[config.mk]
export PLATFORM = sky130hd
export DESIGN_NAME = pos_gate_monitor_flat
export DESIGN_NICKNAME = d
export VERILOG_FILES = /design/src/rtl/pos_gate_pkg.sv /design/src/rtl/pos_gate_monitor_if.sv /design/src/rtl/pos_gate_monitor_sat_counter.sv /design/src/rtl/pos_gate_monitor.sv /design/src/flat_wrapper.sv
export SDC_FILE = /design/constraint.sdc
export NUM_CORES = 1
export LEC_CHECK = 0
export BUFFER_PORTS_ARGS = -buffer_cell sky130_fd_sc_hd__buf_2
export CORE_ASPECT_RATIO = 0.9
export CORE_MARGIN = 10
export CORE_UTILIZATION = 53
export DETAILED_ROUTE_END_ITERATION = 10
export PLACE_DENSITY_LB_ADDON = 0.3
export SETUP_SLACK_MARGIN = 0.15
export SLEW_MARGIN = 5
export SYNTH_ARGS = -nofsm -noshare
export SYNTH_HDL_FRONTEND = slang
export SYNTH_HIERARCHICAL = 1
export SYNTH_SLANG_ARGS = --single-unit
[constraint.sdc]
create_clock -name clk -period 2.3 [get_ports clk]
set_input_delay 0.575 -clock clk [delete_from_list [all_inputs] [get_ports clk]]
set_output_delay 0.575 -clock clk [all_outputs]
set_load 0.005 [all_outputs]
[src/rtl/pos_gate_pkg.sv]
// Shared definitions for the positive-gate monitor: FSM states, default widths
// and the reference max(a, 0) model reused by other gate checkers.
package pos_gate_pkg;

  localparam int unsigned DEF_W     = 3;
  localparam int unsigned DEF_CNT_W = 8;
  localparam int unsigned EXP_MAX_W = 32;

  typedef enum logic [1:0] {
    ST_IDLE  = 2'd0,
    ST_RUN   = 2'd1,
    ST_FLUSH = 2'd2
  } mon_state_e;

  // Signed max with zero on a zero-extended sample whose sign sits at sign_pos.
  function automatic logic [EXP_MAX_W-1:0] pos_gate_exp(input logic [EXP_MAX_W-1:0] a,
                                                       input logic [4:0]           sign_pos);
    logic [EXP_MAX_W-1:0] res;
    if (a[sign_pos]) begin
      res = {EXP_MAX_W{1'b0}};
    end else begin
      res = a;
    end
    return res;
  endfunction

endpackage

[src/rtl/pos_gate_monitor_if.sv]
// Sample-pair stream between the gate stimulus side (master) and the monitor (slave).
interface pos_gate_monitor_if #(
  parameter int unsigned W = 3
) ();
  logic                in_valid;
  logic                in_ready;
  logic signed [W-1:0] in_a;
  logic signed [W-1:0] in_out;

  modport master (output in_valid, output in_a, output in_out, input in_ready);
  modport slave  (input in_valid, input in_a, input in_out, output in_ready);
endinterface

[src/rtl/pos_gate_monitor_sat_counter.sv]
// Saturating up-counter with synchronous clear; holds at all-ones instead of wrapping.
module sat_counter #(
  parameter int unsigned CNT_W = 8
) (
  input  logic             clk,
  input  logic             rst,
  input  logic             clr,
  input  logic             en,
  output logic [CNT_W-1:0] cnt
);

  logic [CNT_W-1:0] cnt_r;

  // Count register: clear wins over increment, increment stops at the maximum.
  always_ff @(posedge clk) begin
    if (rst) begin
      cnt_r <= {CNT_W{1'b0}};
    end else if (clr) begin
      cnt_r <= {CNT_W{1'b0}};
    end else if (en && (cnt_r != {CNT_W{1'b1}})) begin
      cnt_r <= cnt_r + {{(CNT_W-1){1'b0}}, 1'b1};
    end
  end

  assign cnt = cnt_r;

endmodule

[src/rtl/pos_gate_monitor.sv]
// Response monitor for posGate: checks out == max(a, 0) per accepted pair and keeps counters.
// Optional first-mismatch capture ports err_a/err_out under POS_MON_FIRST_ERR_CAPTURE_EN.
module pos_gate_monitor
  import pos_gate_pkg::*;
#(
  parameter int unsigned W     = DEF_W,
  parameter int unsigned CNT_W = DEF_CNT_W
) (
  input  logic                clk,
  input  logic                rst,
  input  logic                start,
  input  logic                stop,
  pos_gate_monitor_if.slave   bus,
  output logic                busy,
  output logic                done,
  output logic                err,
`ifdef POS_MON_FIRST_ERR_CAPTURE_EN
  output logic [W-1:0]        err_a,
  output logic [W-1:0]        err_out,
`endif
  output logic [CNT_W-1:0]    sample_cnt,
  output logic [CNT_W-1:0]    neg_cnt,
  output logic [CNT_W-1:0]    mismatch_cnt
);

  mon_state_e           state_r;
  mon_state_e           state_next_s;
  logic                 done_r;
  logic                 err_r;
  logic                 stage_valid_r;
  logic [W-1:0]         stage_a_r;
  logic [W-1:0]         stage_out_r;
  logic                 accept_s;
  logic                 clear_s;
  logic                 neg_s;
  logic                 mism_s;
  logic [EXP_MAX_W-1:0] exp_s;

  assign accept_s = bus.in_valid & (state_r == ST_RUN);
  assign clear_s  = start & (state_r == ST_IDLE);

  // Compare on zero-extended values so no bits of the reference result go unused.
  assign exp_s  = pos_gate_exp({{(EXP_MAX_W-W){1'b0}}, stage_a_r}, 5'(W-1));
  assign neg_s  = stage_valid_r & stage_a_r[W-1];
  assign mism_s = stage_valid_r & (exp_s != {{(EXP_MAX_W-W){1'b0}}, stage_out_r});

  // Next-state decode; start beats stop in IDLE, FLUSH always lasts one cycle.
  always_comb begin
    state_next_s = state_r;
    case (state_r)
      ST_IDLE: begin
        if (start) state_next_s = ST_RUN;
        else       state_next_s = ST_IDLE;
      end
      ST_RUN: begin
        if (stop) state_next_s = ST_FLUSH;
        else      state_next_s = ST_RUN;
      end
      ST_FLUSH: state_next_s = ST_IDLE;
      default:  state_next_s = ST_IDLE;
    endcase
  end

  // State, done pulse and single-entry compare stage.
  always_ff @(posedge clk) begin
    if (rst) begin
      state_r       <= ST_IDLE;
      done_r        <= 1'b0;
      stage_valid_r <= 1'b0;
      stage_a_r     <= {W{1'b0}};
      stage_out_r   <= {W{1'b0}};
    end else begin
      state_r       <= state_next_s;
      done_r        <= (state_r == ST_FLUSH);
      stage_valid_r <= accept_s;
      if (accept_s) begin
        stage_a_r   <= bus.in_a;
        stage_out_r <= bus.in_out;
      end
    end
  end

  // Sticky error flag, cleared only by start from IDLE.
  always_ff @(posedge clk) begin
    if (rst) begin
      err_r <= 1'b0;
    end else if (clear_s) begin
      err_r <= 1'b0;
    end else if (mism_s) begin
      err_r <= 1'b1;
    end
  end

`ifdef POS_MON_FIRST_ERR_CAPTURE_EN
  logic [W-1:0] err_a_r;
  logic [W-1:0] err_out_r;

  // Latch only the first mismatching pair of a run.
  always_ff @(posedge clk) begin
    if (rst) begin
      err_a_r   <= {W{1'b0}};
      err_out_r <= {W{1'b0}};
    end else if (clear_s) begin
      err_a_r   <= {W{1'b0}};
      err_out_r <= {W{1'b0}};
    end else if (mism_s && !err_r) begin
      err_a_r   <= stage_a_r;
      err_out_r <= stage_out_r;
    end
  end

  assign err_a   = err_a_r;
  assign err_out = err_out_r;
`endif

  sat_counter #(.CNT_W(CNT_W)) u_sample_cnt (
    .clk (clk), .rst (rst), .clr (clear_s), .en (stage_valid_r), .cnt (sample_cnt)
  );

  sat_counter #(.CNT_W(CNT_W)) u_neg_cnt (
    .clk (clk), .rst (rst), .clr (clear_s), .en (neg_s), .cnt (neg_cnt)
  );

  sat_counter #(.CNT_W(CNT_W)) u_mismatch_cnt (
    .clk (clk), .rst (rst), .clr (clear_s), .en (mism_s), .cnt (mismatch_cnt)
  );

  assign bus.in_ready = (state_r == ST_RUN);
  assign busy         = (state_r != ST_IDLE);
  assign done         = done_r;
  assign err          = err_r;

endmodule

[src/flat_wrapper.sv]
// flat-port wrapper written by rule: the top's interface ports become plain ports
module pos_gate_monitor_flat import pos_gate_pkg::*;
#(
  parameter int unsigned W     = DEF_W,
  parameter int unsigned CNT_W = DEF_CNT_W
)
  (clk, rst, start, stop, busy, done, err, sample_cnt, neg_cnt, mismatch_cnt, bus_in_valid, bus_in_a, bus_in_out, bus_in_ready);
  pos_gate_monitor_if #(.W(W)) bus_i ();
  input  logic clk;
  input  logic rst;
  input  logic start;
  input  logic stop;
  output logic busy;
  output logic done;
  output logic err;
  output logic [CNT_W-1:0] sample_cnt;
  output logic [CNT_W-1:0] neg_cnt;
  output logic [CNT_W-1:0] mismatch_cnt;
  input wire logic [$bits(bus_i.in_valid)-1:0] bus_in_valid;
  input wire logic [$bits(bus_i.in_a)-1:0] bus_in_a;
  input wire logic [$bits(bus_i.in_out)-1:0] bus_in_out;
  output wire logic [$bits(bus_i.in_ready)-1:0] bus_in_ready;
  assign bus_i.in_valid = bus_in_valid;
  assign bus_i.in_a = bus_in_a;
  assign bus_i.in_out = bus_in_out;
  assign bus_in_ready = bus_i.in_ready;
  pos_gate_monitor #(.W(W), .CNT_W(CNT_W)) u_core (.clk(clk), .rst(rst), .start(start), .stop(stop), .bus(bus_i), .busy(busy), .done(done), .err(err), .sample_cnt(sample_cnt), .neg_cnt(neg_cnt), .mismatch_cnt(mismatch_cnt));
endmodule
Word-level counts from Yosys, hierarchy flattened
Cells that the tools add are included.
{"block": "op_classes", "add_sub_neg": 3, "eq_ne": 6, "mux": 4, "bitwise": 4, "n_reduce_logical": 6}
{"operator": "$add 8x1->8 const B", "n": 3}
{"operator": "$ne 8x8->1 const B", "n": 3}
{"operator": "$and 1x1->1", "n": 4}
{"operator": "$mux 2", "n": 2}
{"operator": "$pmux 2 s2", "n": 1}
{"operator": "$logic_and 1x1->1", "n": 3}
{"operator": "$ne 2x3->1", "n": 1}
{"operator": "$eq 2x1->1 const B", "n": 1}
{"operator": "$eq 2x2->1 const B", "n": 1}
{"operator": "$logic_not 2->1", "n": 1}
{"operator": "$reduce_bool 2->1", "n": 1}
{"operator": "$reduce_or 2->1", "n": 1}
{"operator": "$mux 1", "n": 1}
{"block": "totals", "reg_bits": 35, "inputBits": 11, "output_inout_bits": 28, "elab_cells": 32}

Logic depth before layout (Yosys ltp)
{"block": "depth", "word_depth": 4, "depth_mapped": 7, "depth_no_buf": 7}

Modules after synthesis
The synthesis kept the hierarchy.
{"module": "sat_counter", "n_inst": 3, "cells_per_inst": 47, "area_each_um2": 435.4, "seq_area_each_um2": 160.2}
{"module": "pos_gate_monitor", "n_inst": 1, "cells_per_inst": 55, "area_each_um2": 461.7, "seq_area_each_um2": 220.2}

Least setup slack after synthesis
No wires, ideal clock.
{"block": "synth_timing", "path_kind": "flip-flop to flip-flop", "from": "reg u_core.state_r[0]", "to": "reg u_core.u_mismatch_cnt.cnt_r[7], in the netlist u_core/u_mismatch_cnt/cnt[7]", "setup_ps": 116, "arrival_ps": 1935, "t_required_ps": 2184, "path_slack_ps": 249, "stages_incl_launch_ff": 5, "n_path_buf": 0, "synth_period_minus_slack_ps": 2051, "cell_sequence": "dfxtp_1 > or2_2 > nor2_1 > nor2_1 > and3b_1"}
{"block": "synth_between", "elab_chain_len": 3}
{"element": "start: declaration", "line_no": "pos_gate_monitor.sv:26", "text": "mon_state_e state_r;"}
{"element": "start signal: assignment", "line_no": "pos_gate_monitor.sv:73", "text": "state_r <= state_next_s;"}
{"element": "$logic_not 2->1", "line_no": "pos_gate_monitor.sv:40", "text": "assign clear_s = start & (state_r == ST_IDLE);"}
{"element": "$and 1x1->1", "line_no": "pos_gate_monitor.sv:40"}
{"element": "net u_core.clear_s", "line_no": "pos_gate_monitor.sv:34", "text": "logic clear_s;"}
{"element": "$reduce_or 2->1 (no source line)"}
{"element": "end signal: assignment", "line_no": "pos_gate_monitor_sat_counter.sv:17", "text": "cnt_r <= {CNT_W{1'b0}};"}
{"element": "end signal: assignment", "line_no": "pos_gate_monitor_sat_counter.sv:19", "text": "cnt_r <= {CNT_W{1'b0}};"}
{"element": "end signal: assignment", "line_no": "pos_gate_monitor_sat_counter.sv:21", "text": "cnt_r <= cnt_r + {{(CNT_W-1){1'b0}}, 1'b1};"}
{"element": "end: declaration", "line_no": "pos_gate_monitor_sat_counter.sv:12", "text": "logic [CNT_W-1:0] cnt_r;"}
The timed path passes the listed nets, and every way through them passes these cells.
A chain may end at the register's enable or synchronous reset.

Final worst setup path
{"block": "layout_timing", "from": "reg u_core.stage_out_r[0]", "to": "reg u_core.u_mismatch_cnt.cnt_r[5], in the netlist u_core/u_mismatch_cnt/cnt[5]"}
{"block": "layout_between", "elab_chain_len": 3}
{"element": "start: declaration", "line_no": "pos_gate_monitor.sv:32", "text": "logic [W-1:0] stage_out_r;"}
{"element": "start signal: assignment", "line_no": "pos_gate_monitor.sv:71", "text": "stage_out_r <= {W{1'b0}};"}
{"element": "start signal: assignment", "line_no": "pos_gate_monitor.sv:78", "text": "stage_out_r <= bus.in_out;"}
{"element": "$ne 2x3->1", "line_no": "pos_gate_monitor.sv:45", "text": "assign mism_s = stage_valid_r & (exp_s != {{(EXP_MAX_W-W){1'b0}}, stage_out_r});"}
{"element": "$and 1x1->1", "line_no": "pos_gate_monitor.sv:45"}
{"element": "net u_core.mism_s", "line_no": "pos_gate_monitor.sv:36", "text": "logic mism_s;"}
{"element": "$logic_and 1x1->1", "line_no": "pos_gate_monitor_sat_counter.sv:20", "text": "end else if (en && (cnt_r != {CNT_W{1'b1}})) begin"}
The timed path passes the listed nets, and every way through them passes these cells.

==> results.py <==
metrics = {
    "global_route": {
        "grt_use_met1": 0.1600,
        "grt_usage": 0.1366,
        "grt_pass1_vias": 1475,
        "grt_antenna_before_repair": 0,
        "use_met3": 0.05833,
        "top_usage_layer": "met2",
        "overflow": 0,
        "grt_max_degree": 30,
        "grt_pass1_wl_um": 6644,
        "grt.met2_usage": 0.2182,
    },
    "power_and_ir_drop": {
        "switchingPower_uw": 268.4,
        "p_seq_frac": 0.540,
        "finalPower_uw": 1148,
        "p_per_area_mw_per_mm2": 551.2,
        "clkPwrFrac": 0.388,
        "switching_share": 0.2339,
        "combPwrFrac": 0.072,
        "ir_worst_vdd_mv": 0.4403,
        "p_leak_uw": 0.0008711,
        "power.internal_uw": 879.3,
    },
    "place": {
        "hpwlAfterDp_um": 2922,
        "port-buffer-count": 38,
        "finalWeightedCongestion": 0.7735,
    },
    "critical_path": {
        "r2r_slack_ns": 0.45,
        "reg2reg_depth": 7,
        "r2r_end": "u_core/u_mismatch_cnt/cnt[5]",
        "crit_path_max_fanout": 5,
        "reg2reg_from": "u_core/stage_out_r[0]",
        "cp-end-kind": "flip-flop",
        "worst_ep_required_time_ns": 2.48,
        "startpoint_type": "flip-flop",
        "crit_type": "flip-flop to flip-flop",
        "worstPathArrival_ns": 2.03,
    },
    "logic_synthesis": {
        "syn_inst": 196,
        "yosysUniqueCellTypes": 35,
        "ys_ff_latch": 35,
        "synth-async-reset-ratio": 0,
        "synth_edf_count": 0,
        "synth_nets": 210,
        "ys_seq_area_frac": 0.3963,
        "synth.cell_area_sq_mm": 0.001768,
        "synthFlopType": "dfxtp_1",
        "syn_area_per_cell_sq_um": 9.020,
        "yosysWarnings": 6,
    },
    "cts": {
        "cts_tree": "built",
        "cts_max_level": 2,
        "cts_made_buffers": 5,
        "ctsResizeCount": 0,
        "clock-sinks": 35,
        "worstSkewPairLatency_ns": 0.28,
        "path_clk_slew_ns": 0.07,
        "cts_buffer_depth": 2,
        "cts-root-buf": "clkbuf_8",
        "postCtsHoldBufs": 0,
        "cts_setup_buffers": 0,
    },
    "layout": {
        "register_area_sq_um": 700.7,
        "num_antenna_cells": 0,
        "syn2layout_area_growth_pct": 17.76,
        "drive_gt1_frac": 0.2353,
        "layout_common_cells": "buf_2 (38), dfxtp_1 (35), nand2_1 (25)",
        "fin_nets": 252,
        "fill_cells": 285,
        "final_common_cell": "buf_2",
        "multi_input_area_sq_mm": 0.001017,
    },
    "hold_path": {
        "hp-start": "u_core/state_r[0]",
        "worstHoldPathCells": 1,
        "holdPathEnd": "u_core/done",
        "hp-class": "flip-flop to flip-flop",
    },
    "route": {
        "drc_errors": 0,
        "first_iter_violations": 101,
        "final_antenna_net_count": 0,
        "detail_route.vias_per_cell": 5.707,
        "via_count": 1598,
        "totalWireLength_um": 4042,
        "firstDrtPassIters": 4,
        "avgRoutedWirePerCell_um": 14.44,
    },
    "floorplanning": {
        "die_y_um": 74.79,
        "core_sq_mm": 0.003138,
        "die_area_sq_mm": 0.006049,
        "ios": 39,
        "fp.dieW_um": 80.88,
        "start_util": 0.5634,
        "fp-row-count": 19,
    },
    "timing": {
        "min_period_ns": 1.849,
        "setup_viol": 0,
        "clock_skew_ns": 0.006330,
        "fin_tns_setup_ns": 0,
        "slew_violations": 0,
        "rsz0062_at_grt": "no",
        "hold_violations": 0,
        "period_share": 0.8038,
        "worst_pin_slew_ns": 0.5840,
        "max_freq_mhz": 540.9,
        "whs_ns": 0.4509,
        "max_slew_margin": 0.6107,
    },
    "run": {
        "drv_cap": 0,
    },
    "outcome": {
        "status": "completed",
    },
}
[sequential cells by signal, summed over array words and instances, names as in the netlist]
signal and count:
u_core/u_neg_cnt/cnt 8, u_core/state_r 2, u_core/u_mismatch_cnt/cnt 8, u_core/stage_out_r 3, u_core/stage_a_r 3, u_core/done 1, u_core/err 1, u_core/u_sample_cnt/cnt 8
u_core/stage_valid_r 1
[critical path, stage by stage, from the launching register on]
cell,delay [ns]
dfxtp_1,0.34
nand4bb_1,0.17
o22ai_1,0.21
a21oi_1,0.06
o21a_1,0.21
and4_1,0.26
and3_1,0.22
a2111oi_4,0.28
[layer usage]
metal  up-vias  wire length [um]
met1       742              1812
li1        814                 -
met5         -                 0
met4         0                29
met3         2               303
met2        40              1897
[stage by stage]
step	utilization	worst slack, ns	instance area, sq um	cells
finish	0.6635	0.4513	2082	280
floorplan	-	0.2491	1768	196
detailed placement	0.6356	0.4850	1994	273
CTS	0.6635	0.4703	2082	280
global placement	0.6356	0.5329	1994	273
global route	0.6635	0.2606	2082	280
[how the worst max path moves through the flow]
stage | start | slack, ns | end
after global routing | u_core/stage_out_r[1] | 0.26 | u_core/u_mismatch_cnt/cnt[5]
final | u_core/stage_out_r[0] | 0.45 | u_core/u_mismatch_cnt/cnt[5]
after detailed placement | u_core/stage_a_r[1] | 0.48 | u_core/u_mismatch_cnt/cnt[5]
after floorplan | u_core/state_r[0] | 0.25 | u_core/u_mismatch_cnt/cnt[7]
after global placement | u_core/stage_a_r[0] | 0.53 | u_core/u_mismatch_cnt/cnt[5]
after CTS | u_core/stage_out_r[0] | 0.47 | u_core/u_mismatch_cnt/cnt[5]
[synth_stat cells, types with 2 or more instances]
cell type  instances  area (sq um)
a2111oi_4          3         82.58
a21boi_1           6         45.04
a21boi_2           3         33.78
a21oi_1           21         105.1
a31oi_1            3         18.77
and3_1             9         56.30
and3b_1            3         26.28
and4_1             6         52.55
buf_4              3         22.52
dfxtp_1           35         700.7
ha_1               3         37.54
inv_1              5         18.77
mux2i_1           12         120.1
nand2_1           25         93.84
nand3_1           12         60.06
nand3b_1           2         15.01
nand4_1            6         37.54
nor2_1             7         26.28
nor3b_1            2         15.01
nor4_1             3         18.77
o21ai_0            3         15.01
or3_1              9         56.30
or4_1              3         22.52
[cells by family after synthesis]
family / count (synthesis) / share of synthesized area
compound gates: 43 / 0.1890
xor+xnor: 1 / 0.004955
fa+ha+maj: 3 / 0.02123
buf+inv: 10 / 0.02830
flops: 35 / 0.3963
mux: 12 / 0.06794
simple gates: 92 / 0.2923
[power groups by stage]
stage	clock, uW	sequential (uW)	combinational (uW)
after floorplan	0	632	48.8
after global placement	0	634	80.6
after detailed placement	0	634	82.7
after CTS	458	620	82.9
after global routing	481	622	93.1
final	445	620	82.5
[final cells by class]
| cell class | count | share of cell area |
|---|---|---|
| clock buffers | 6 | 0.03966 |
| clock inverters | 1 | 0.002404 |
| inverters | 5 | 0.009014 |
| multi-input cells | 151 | 0.4886 |
| flip-flops and latches | 35 | 0.3365 |
| well taps | 42 | 0.02524 |
| repair buffers | 40 | 0.09856 |
Note: power is estimated with default switching activity, not from simulation.
